$ cat src/rtl/frame_update_sched_if.sv
// frame_update_sched_if: raster counters, update handshake and display outputs of the frame scheduler
interface frame_update_sched_if;
    logic [11:0] HCNT;
    logic [10:0] VCNT;
    logic        upd_req;
    logic        upd_done;
    logic        HSYNC;
    logic        VSYNC;
    logic        DE;
    logic [10:0] PIX_X;
    logic [10:0] PIX_Y;
    logic        upd_grant;
    logic        upd_abort;
    logic        buf_sel;
    logic        frame_tick;

    modport master (
        output HCNT, VCNT, upd_req, upd_done,
        input  HSYNC, VSYNC, DE, PIX_X, PIX_Y, upd_grant, upd_abort, buf_sel, frame_tick
    );

    modport slave (
        input  HCNT, VCNT, upd_req, upd_done,
        output HSYNC, VSYNC, DE, PIX_X, PIX_Y, upd_grant, upd_abort, buf_sel, frame_tick
    );
endinterface

$ cat src/rtl/frame_update_sched.sv
// frame_update_sched: registered 1080p timing outputs plus a vblank-only frame buffer write scheduler
module frame_update_sched #(
    parameter logic [11:0] ACTIVE_H  = 12'd1920,
    parameter logic [11:0] FP_H      = 12'd88,
    parameter logic [11:0] SYNC_H    = 12'd44,
    parameter logic [11:0] TOTAL_H   = 12'd2200,
    parameter logic [11:0] ACTIVE_V  = 12'd1080,
    parameter logic [11:0] FP_V      = 12'd4,
    parameter logic [11:0] SYNC_V    = 12'd5,
    parameter logic [11:0] TOTAL_V   = 12'd1125,
    parameter logic [11:0] MIN_LINES = 12'd8,
    parameter logic        SYNC_POL  = 1'b1
) (
    input logic iCLK,
    input logic reset,
    frame_update_sched_if.slave bus
);
    typedef enum logic [1:0] {IDLE, WAIT_VB, GRANT, SWAP_PEND} state_t;

    state_t      state;
    logic [11:0] hc;
    logic [11:0] vc;
    logic [11:0] lines_left;
    logic        in_range;
    logic        hs_act;
    logic        vs_act;
    logic        de_act;
    logic        vblank;
    logic        room;
    logic        vb_start;
    logic        frame_end;

    assign hc         = bus.HCNT;
    assign vc         = {1'b0, bus.VCNT};
    assign in_range   = (hc < TOTAL_H) && (vc < TOTAL_V);
    assign hs_act     = in_range && (hc >= ACTIVE_H + FP_H) && (hc < ACTIVE_H + FP_H + SYNC_H);
    assign vs_act     = in_range && (vc >= ACTIVE_V + FP_V) && (vc < ACTIVE_V + FP_V + SYNC_V);
    assign de_act     = (hc < ACTIVE_H) && (vc < ACTIVE_V);
    assign vblank     = in_range && (vc >= ACTIVE_V);
    assign lines_left = TOTAL_V - vc;
    assign room       = lines_left >= MIN_LINES;
    assign vb_start   = (vc == ACTIVE_V) && (hc == 12'd0);
    assign frame_end  = (hc == TOTAL_H - 12'd1) && (vc == TOTAL_V - 12'd1);

    // Raster outputs: one-clock registered decode of the incoming counters
    always_ff @(posedge iCLK or negedge reset) begin
        if (!reset) begin
            bus.HSYNC      <= ~SYNC_POL;
            bus.VSYNC      <= ~SYNC_POL;
            bus.DE         <= 1'b0;
            bus.PIX_X      <= '0;
            bus.PIX_Y      <= '0;
            bus.frame_tick <= 1'b0;
        end else begin
            bus.HSYNC      <= hs_act ? SYNC_POL : ~SYNC_POL;
            bus.VSYNC      <= vs_act ? SYNC_POL : ~SYNC_POL;
            bus.DE         <= de_act;
            bus.PIX_X      <= de_act ? bus.HCNT[10:0] : '0;
            bus.PIX_Y      <= de_act ? bus.VCNT : '0;
            bus.frame_tick <= (hc == 12'd0) && (vc == 12'd0);
        end
    end

    // Update scheduler: grants only in vblank, swaps buffers at frame end after a completed write
    always_ff @(posedge iCLK or negedge reset) begin
        if (!reset) begin
            state         <= IDLE;
            bus.upd_grant <= 1'b0;
            bus.upd_abort <= 1'b0;
            bus.buf_sel   <= 1'b0;
        end else begin
            bus.upd_abort <= 1'b0;
            if (in_range) begin
                case (state)
                    IDLE: begin
                        if (bus.upd_req && vblank && room) begin
                            state         <= GRANT;
                            bus.upd_grant <= 1'b1;
                        end else if (bus.upd_req) begin
                            state <= WAIT_VB;
                        end
                    end
                    WAIT_VB: begin
                        if (!bus.upd_req) begin
                            state <= IDLE;
                        end else if (vb_start) begin
                            state         <= GRANT;
                            bus.upd_grant <= 1'b1;
                        end
                    end
                    GRANT: begin
                        if (bus.upd_done) begin
                            bus.upd_grant <= 1'b0;
                            state         <= frame_end ? IDLE : SWAP_PEND;
                            bus.buf_sel   <= frame_end ? ~bus.buf_sel : bus.buf_sel;
                        end else if (frame_end) begin
                            bus.upd_grant <= 1'b0;
                            bus.upd_abort <= 1'b1;
                            state         <= IDLE;
                        end
                    end
                    SWAP_PEND: begin
                        if (frame_end) begin
                            bus.buf_sel <= ~bus.buf_sel;
                            state       <= IDLE;
                        end
                    end
                    default: state <= IDLE;
                endcase
            end
        end
    end
endmodule

$ cat src/flat_wrapper.sv
// flat-port wrapper written by rule: the top's interface ports become plain ports
module frame_update_sched_flat 
#(
    parameter logic [11:0] ACTIVE_H  = 12'd1920,
    parameter logic [11:0] FP_H      = 12'd88,
    parameter logic [11:0] SYNC_H    = 12'd44,
    parameter logic [11:0] TOTAL_H   = 12'd2200,
    parameter logic [11:0] ACTIVE_V  = 12'd1080,
    parameter logic [11:0] FP_V      = 12'd4,
    parameter logic [11:0] SYNC_V    = 12'd5,
    parameter logic [11:0] TOTAL_V   = 12'd1125,
    parameter logic [11:0] MIN_LINES = 12'd8,
    parameter logic        SYNC_POL  = 1'b1
)
  (iCLK, reset, bus_HCNT, bus_VCNT, bus_upd_req, bus_upd_done, bus_HSYNC, bus_VSYNC, bus_DE, bus_PIX_X, bus_PIX_Y, bus_upd_grant, bus_upd_abort, bus_buf_sel, bus_frame_tick);
  frame_update_sched_if bus_i ();
  input logic iCLK;
  input logic reset;
  input wire logic [$bits(bus_i.HCNT)-1:0] bus_HCNT;
  input wire logic [$bits(bus_i.VCNT)-1:0] bus_VCNT;
  input wire logic [$bits(bus_i.upd_req)-1:0] bus_upd_req;
  input wire logic [$bits(bus_i.upd_done)-1:0] bus_upd_done;
  output wire logic [$bits(bus_i.HSYNC)-1:0] bus_HSYNC;
  output wire logic [$bits(bus_i.VSYNC)-1:0] bus_VSYNC;
  output wire logic [$bits(bus_i.DE)-1:0] bus_DE;
  output wire logic [$bits(bus_i.PIX_X)-1:0] bus_PIX_X;
  output wire logic [$bits(bus_i.PIX_Y)-1:0] bus_PIX_Y;
  output wire logic [$bits(bus_i.upd_grant)-1:0] bus_upd_grant;
  output wire logic [$bits(bus_i.upd_abort)-1:0] bus_upd_abort;
  output wire logic [$bits(bus_i.buf_sel)-1:0] bus_buf_sel;
  output wire logic [$bits(bus_i.frame_tick)-1:0] bus_frame_tick;
  assign bus_i.HCNT = bus_HCNT;
  assign bus_i.VCNT = bus_VCNT;
  assign bus_i.upd_req = bus_upd_req;
  assign bus_i.upd_done = bus_upd_done;
  assign bus_HSYNC = bus_i.HSYNC;
  assign bus_VSYNC = bus_i.VSYNC;
  assign bus_DE = bus_i.DE;
  assign bus_PIX_X = bus_i.PIX_X;
  assign bus_PIX_Y = bus_i.PIX_Y;
  assign bus_upd_grant = bus_i.upd_grant;
  assign bus_upd_abort = bus_i.upd_abort;
  assign bus_buf_sel = bus_i.buf_sel;
  assign bus_frame_tick = bus_i.frame_tick;
  frame_update_sched #(.ACTIVE_H(ACTIVE_H), .FP_H(FP_H), .SYNC_H(SYNC_H), .TOTAL_H(TOTAL_H), .ACTIVE_V(ACTIVE_V), .FP_V(FP_V), .SYNC_V(SYNC_V), .TOTAL_V(TOTAL_V), .MIN_LINES(MIN_LINES), .SYNC_POL(SYNC_POL)) u_core (.iCLK(iCLK), .reset(reset), .bus(bus_i));
endmodule
$ cat config.mk
export PLATFORM = sky130hd
export DESIGN_NAME = frame_update_sched_flat
export DESIGN_NICKNAME = d
export VERILOG_FILES = /design/src/rtl/frame_update_sched_if.sv /design/src/rtl/frame_update_sched.sv /design/src/flat_wrapper.sv
export SDC_FILE = /design/constraint.sdc
export NUM_CORES = 1
export LEC_CHECK = 0
export ABC_AREA = 0
export CAP_MARGIN = 20
export CORE_MARGIN = 2
export CORE_UTILIZATION = 39
export DETAILED_ROUTE_END_ITERATION = 8
export HOLD_SLACK_MARGIN = 0.12
export PLACE_DENSITY = 0.81
export SETUP_SLACK_MARGIN = 0.2
export SLEW_MARGIN = 30
export SYNTH_ARGS = -nofsm -noshare
export SYNTH_HDL_FRONTEND = slang
export SYNTH_SLANG_ARGS = --single-unit
$ cat constraint.sdc
create_clock -name iCLK -period 1.33 [get_ports iCLK]
set_clock_uncertainty 0.2 [all_clocks]
set_input_delay 0.266 -clock iCLK [delete_from_list [all_inputs] [get_ports iCLK]]
set_output_delay 0.266 -clock iCLK [all_outputs]
set_load 0.01 [all_outputs]
==> impl_metrics.toml <==
[run_status]
status = "finished, violations left"
violations = "setup timing"

[cells_and_area]
multiInputGateArea_um2 = 806
nets = 282
nFillCells = 214
layout-drive-gt1-share_pct = 63.5
fin_cells = 303
antenna_cells = 0
regArea_um2 = 776
final_util_pct = 75.7
syn_to_final_growth_pct = 89.8

[sta]
setup_slack_ns = -0.535
final.setup.tns_ns = -10.75
fin_crit_sh_pct = 140
fin_crit_ns = 1.87
finalHoldViolations = 0
relSlewSlack_pct = 71.0
fmax_mhz = 536
maxSlewViolCount = 0
rsz0062_at_grt = "yes"
worstMarginPinSlew_ns = 0.432
setup_viol = 31

[routing]
drtPass1Iterations = 4
wire_per_inst_um = 18.6
drc = 0
vias = 1631
antenna_left = 0
viasPerCell = 5.38
drt_wl_total_mm = 5.63
drt-initial-drc-count = 140

[synthesis]
synth_top_area_share_pct = 54.0
ys_types = 40
yosysWarnings = 0
synth_area_um2 = 1440
synth_top_cell_by_area = "dfrtp_1"
syn_area_per_cell_um2 = 10.7
postSynth.asyncResetShare_pct = 100
ys_top_cells_by_area = "dfrtp_1 54%, and2_1 9.6%, nor3_1 3.1%"
ys_ff_latch = 31
synth_edf_count = 0
synth_cells = 134
ys_seq_area_share_pct = 54.0
synthFlopType = "dfrtp_1"
synth.net_count = 161

[pwr]
switching_share_pct = 30.4
seq_power_share_pct = 42.4
p_sw_mw = 0.795
comb_power_share_pct = 29.1
ir_worst_vdd_mv = 0.708
p_int_mw = 1.82
p_clk_share_pct = 28.5
power.leakage_nw = 1.36
power.density_nw_per_um2 = 958

[clock_tree]
cts_buffer_depth = 2
clk_latency_ns = 0.28
ctsHtreeMaxLevel = 2
cts.sinks = 31
path_clk_slew_ns = 0.07
root_buffer = "clkbuf_8"
numCtsBuffers = 5
cts_tree = "yes"

[die]
die_area_um2 = 4190
start_util_pct = 39.9
ios = 56
core_um2 = 3610
die_h_um = 64.7
chipWidth_um = 64.7
core.rowCount = 22

[place]
io_buffers = 55
dpl.hpwl_mm = 3.06
place_inst = 274
globalplace.congestion = 0.914

[critical_path]
crit_required_ns = 1.29
startpoint_type = "primary input"
crit_fanout = 2
cp_data_arrival_time_ns = 1.82
endpoint_kind = "flop"
path_class = "in2reg"

[global_routing]
grt_overflow = 0
grt_util_met3_pct = 3.13
grt_max_degree = 32
grt_use_met1_pct = 27.6
first_global_vias = 1542
grtUsageMet2_pct = 44.3
grt_usage_pct = 23.5
busiest_layer = "met2"
antenna_found_initial = 0
grt_pass1_wl_mm = 7.56

[flow_run]
drv_cap = 0

[worst_hold_path]
min_path_type = "in2reg"
cells in the mapped netlist, drive strengths merged (2+ instances only):
| cell | number |
|---|---|
| and2 | 22 |
| and4 | 2 |
| nand2 | 4 |
| o21bai | 2 |
| inv | 4 |
| nor2b | 2 |
| nor4bb | 2 |
| a21oi | 2 |
| clkbuf | 2 |
| nor4 | 2 |
| dfrtp | 31 |
| nand3 | 4 |
| and3 | 2 |
| nor2 | 7 |
| or2 | 2 |
| a31oi | 4 |
| o21ai | 3 |
| or4 | 2 |
| a211oi | 3 |
| nor3 | 9 |
| o22ai | 2 |
| nand4 | 4 |
| buf | 4 |
worst max-delay path, stage by stage:
cell and delay [ns]:
buf_8 0.08, nand3_4 0.07, or4_4 0.48, or4_4 0.46, nor2b_4 0.15, o41a_1 0.32
path summary, 6_finish.rpt:
check	slack, ns	startpoint	cells past startpoint	endpoint
setup / recovery	-0.54	bus_HCNT[2]	6	u_core.state[0]
hold / removal	0.04	bus_VCNT[4]	2	u_core.bus.PIX_Y[4]
setup reg to reg	-0.25	u_core.state[0]	3	u_core.state[0]
hold reg to reg	0.41	u_core.bus.upd_grant	2	u_core.bus.upd_grant
max in group asynchronous	0.61	reset	2	u_core.bus.PIX_X[10]
min in group asynchronous	0.15	reset	2	u_core.bus.frame_tick
flip-flops by register name (all words and copies together), names as in the netlist:
register               flops
u_core.bus.DE              1
u_core.bus.frame_tick      1
u_core.bus.VSYNC           1
u_core.state               2
u_core.bus.buf_sel         1
u_core.bus.PIX_X          11
u_core.bus.upd_abort       1
u_core.bus.HSYNC           1
u_core.bus.upd_grant       1
u_core.bus.PIX_Y          11
power by group through the flow:
stage | logic (mW) | clock network (mW) | registers (mW)
2_1_floorplan | 0.256 | 0 | 1.11
3_3_place_gp | 0.610 | 0 | 1.09
3_5_place_dp | 0.632 | 0 | 1.10
4_1_cts | 0.652 | 0.742 | 1.08
5_1_grt | 0.802 | 0.810 | 1.11
6_report | 0.761 | 0.744 | 1.11
cells in the final DEF (no fill, tap or decap), types with 3 or more instances in the layout:
master / synthesis / final
nand3_1: 4 / 3
clkdlybuf4s50_1: 0 / 3
nand2_1: 4 / 3
nor3_2: 0 / 4
nor2_4: 0 / 3
nor3_4: 0 / 3
buf_8: 0 / 4
a211oi_2: 0 / 3
and2_1: 22 / 10
clkbuf_8: 0 / 6
dfrtp_1: 31 / 31
inv_1: 4 / 4
buf_2: 0 / 35
nor2_1: 7 / 3
dlygate4sd3_1: 0 / 3
and2_4: 0 / 12
buf_6: 4 / 29
buf_4: 0 / 40
nand4_1: 4 / 4
routing by layer:
| layer | vias to the layer above | share of wire (%) |
|---|---|---|
| met1 | 810 | 39 |
| met3 | 15 | 5.8 |
| met4 | 0 | 2.4 |
| met5 | - | 0 |
| met2 | 85 | 53 |
| li1 | 721 | - |
stage by stage:
step                hold WS, ns  cell area (µm²)  setup slack, ns  total power [mW]
floorplan                -0.230             1490           -0.640              1.37
global placement          0.315             2380            -1.19              1.70
detailed placement        0.323             2380            -1.24              1.74
CTS                      0.0194             2520           -0.675              2.48
global route             0.0344             2730           -0.554              2.72
finish                   0.0405             2730           -0.535              2.62
area by class of cell:
| class | instances | area share (%) |
|---|---|---|
| Clock buffer | 6 | 3.03 |
| Clock inverter | 1 | 0.183 |
| Inverter | 4 | 0.550 |
| Multi-Input combinational cell | 93 | 29.5 |
| Sequential cell | 31 | 28.4 |
| Tap cell | 48 | 2.20 |
| Timing Repair Buffer | 120 | 36.1 |
kinds of logic (layout without fill, tap and decap cells):
| group | after synthesis | count (layout) | share of synthesized area (%) |
|---|---|---|---|
| AOI/OAI and AO/OA | 23 | 23 | 11.4 |
| xor gates and xnor gates | 1 | 1 | 0.609 |
| buffers and inverters | 10 | 131 | 4.70 |
| DFF | 31 | 31 | 54.0 |
| muxes | 1 | 1 | 0.696 |
| and+or+nand+nor | 68 | 68 | 28.6 |
repair_timing:
action / in CTS / in global routing
gates resized for setup: 246 / 39
endpoints found under the setup margin: 60 / 60
hold buffers: 2 / 1
hold endpoints to repair: 9 / 6
cloned: 1 / 1
buffers inserted: 6 / 11
pin swaps: 24 / 21
Note: power is estimated with default switching activity, not from simulation.
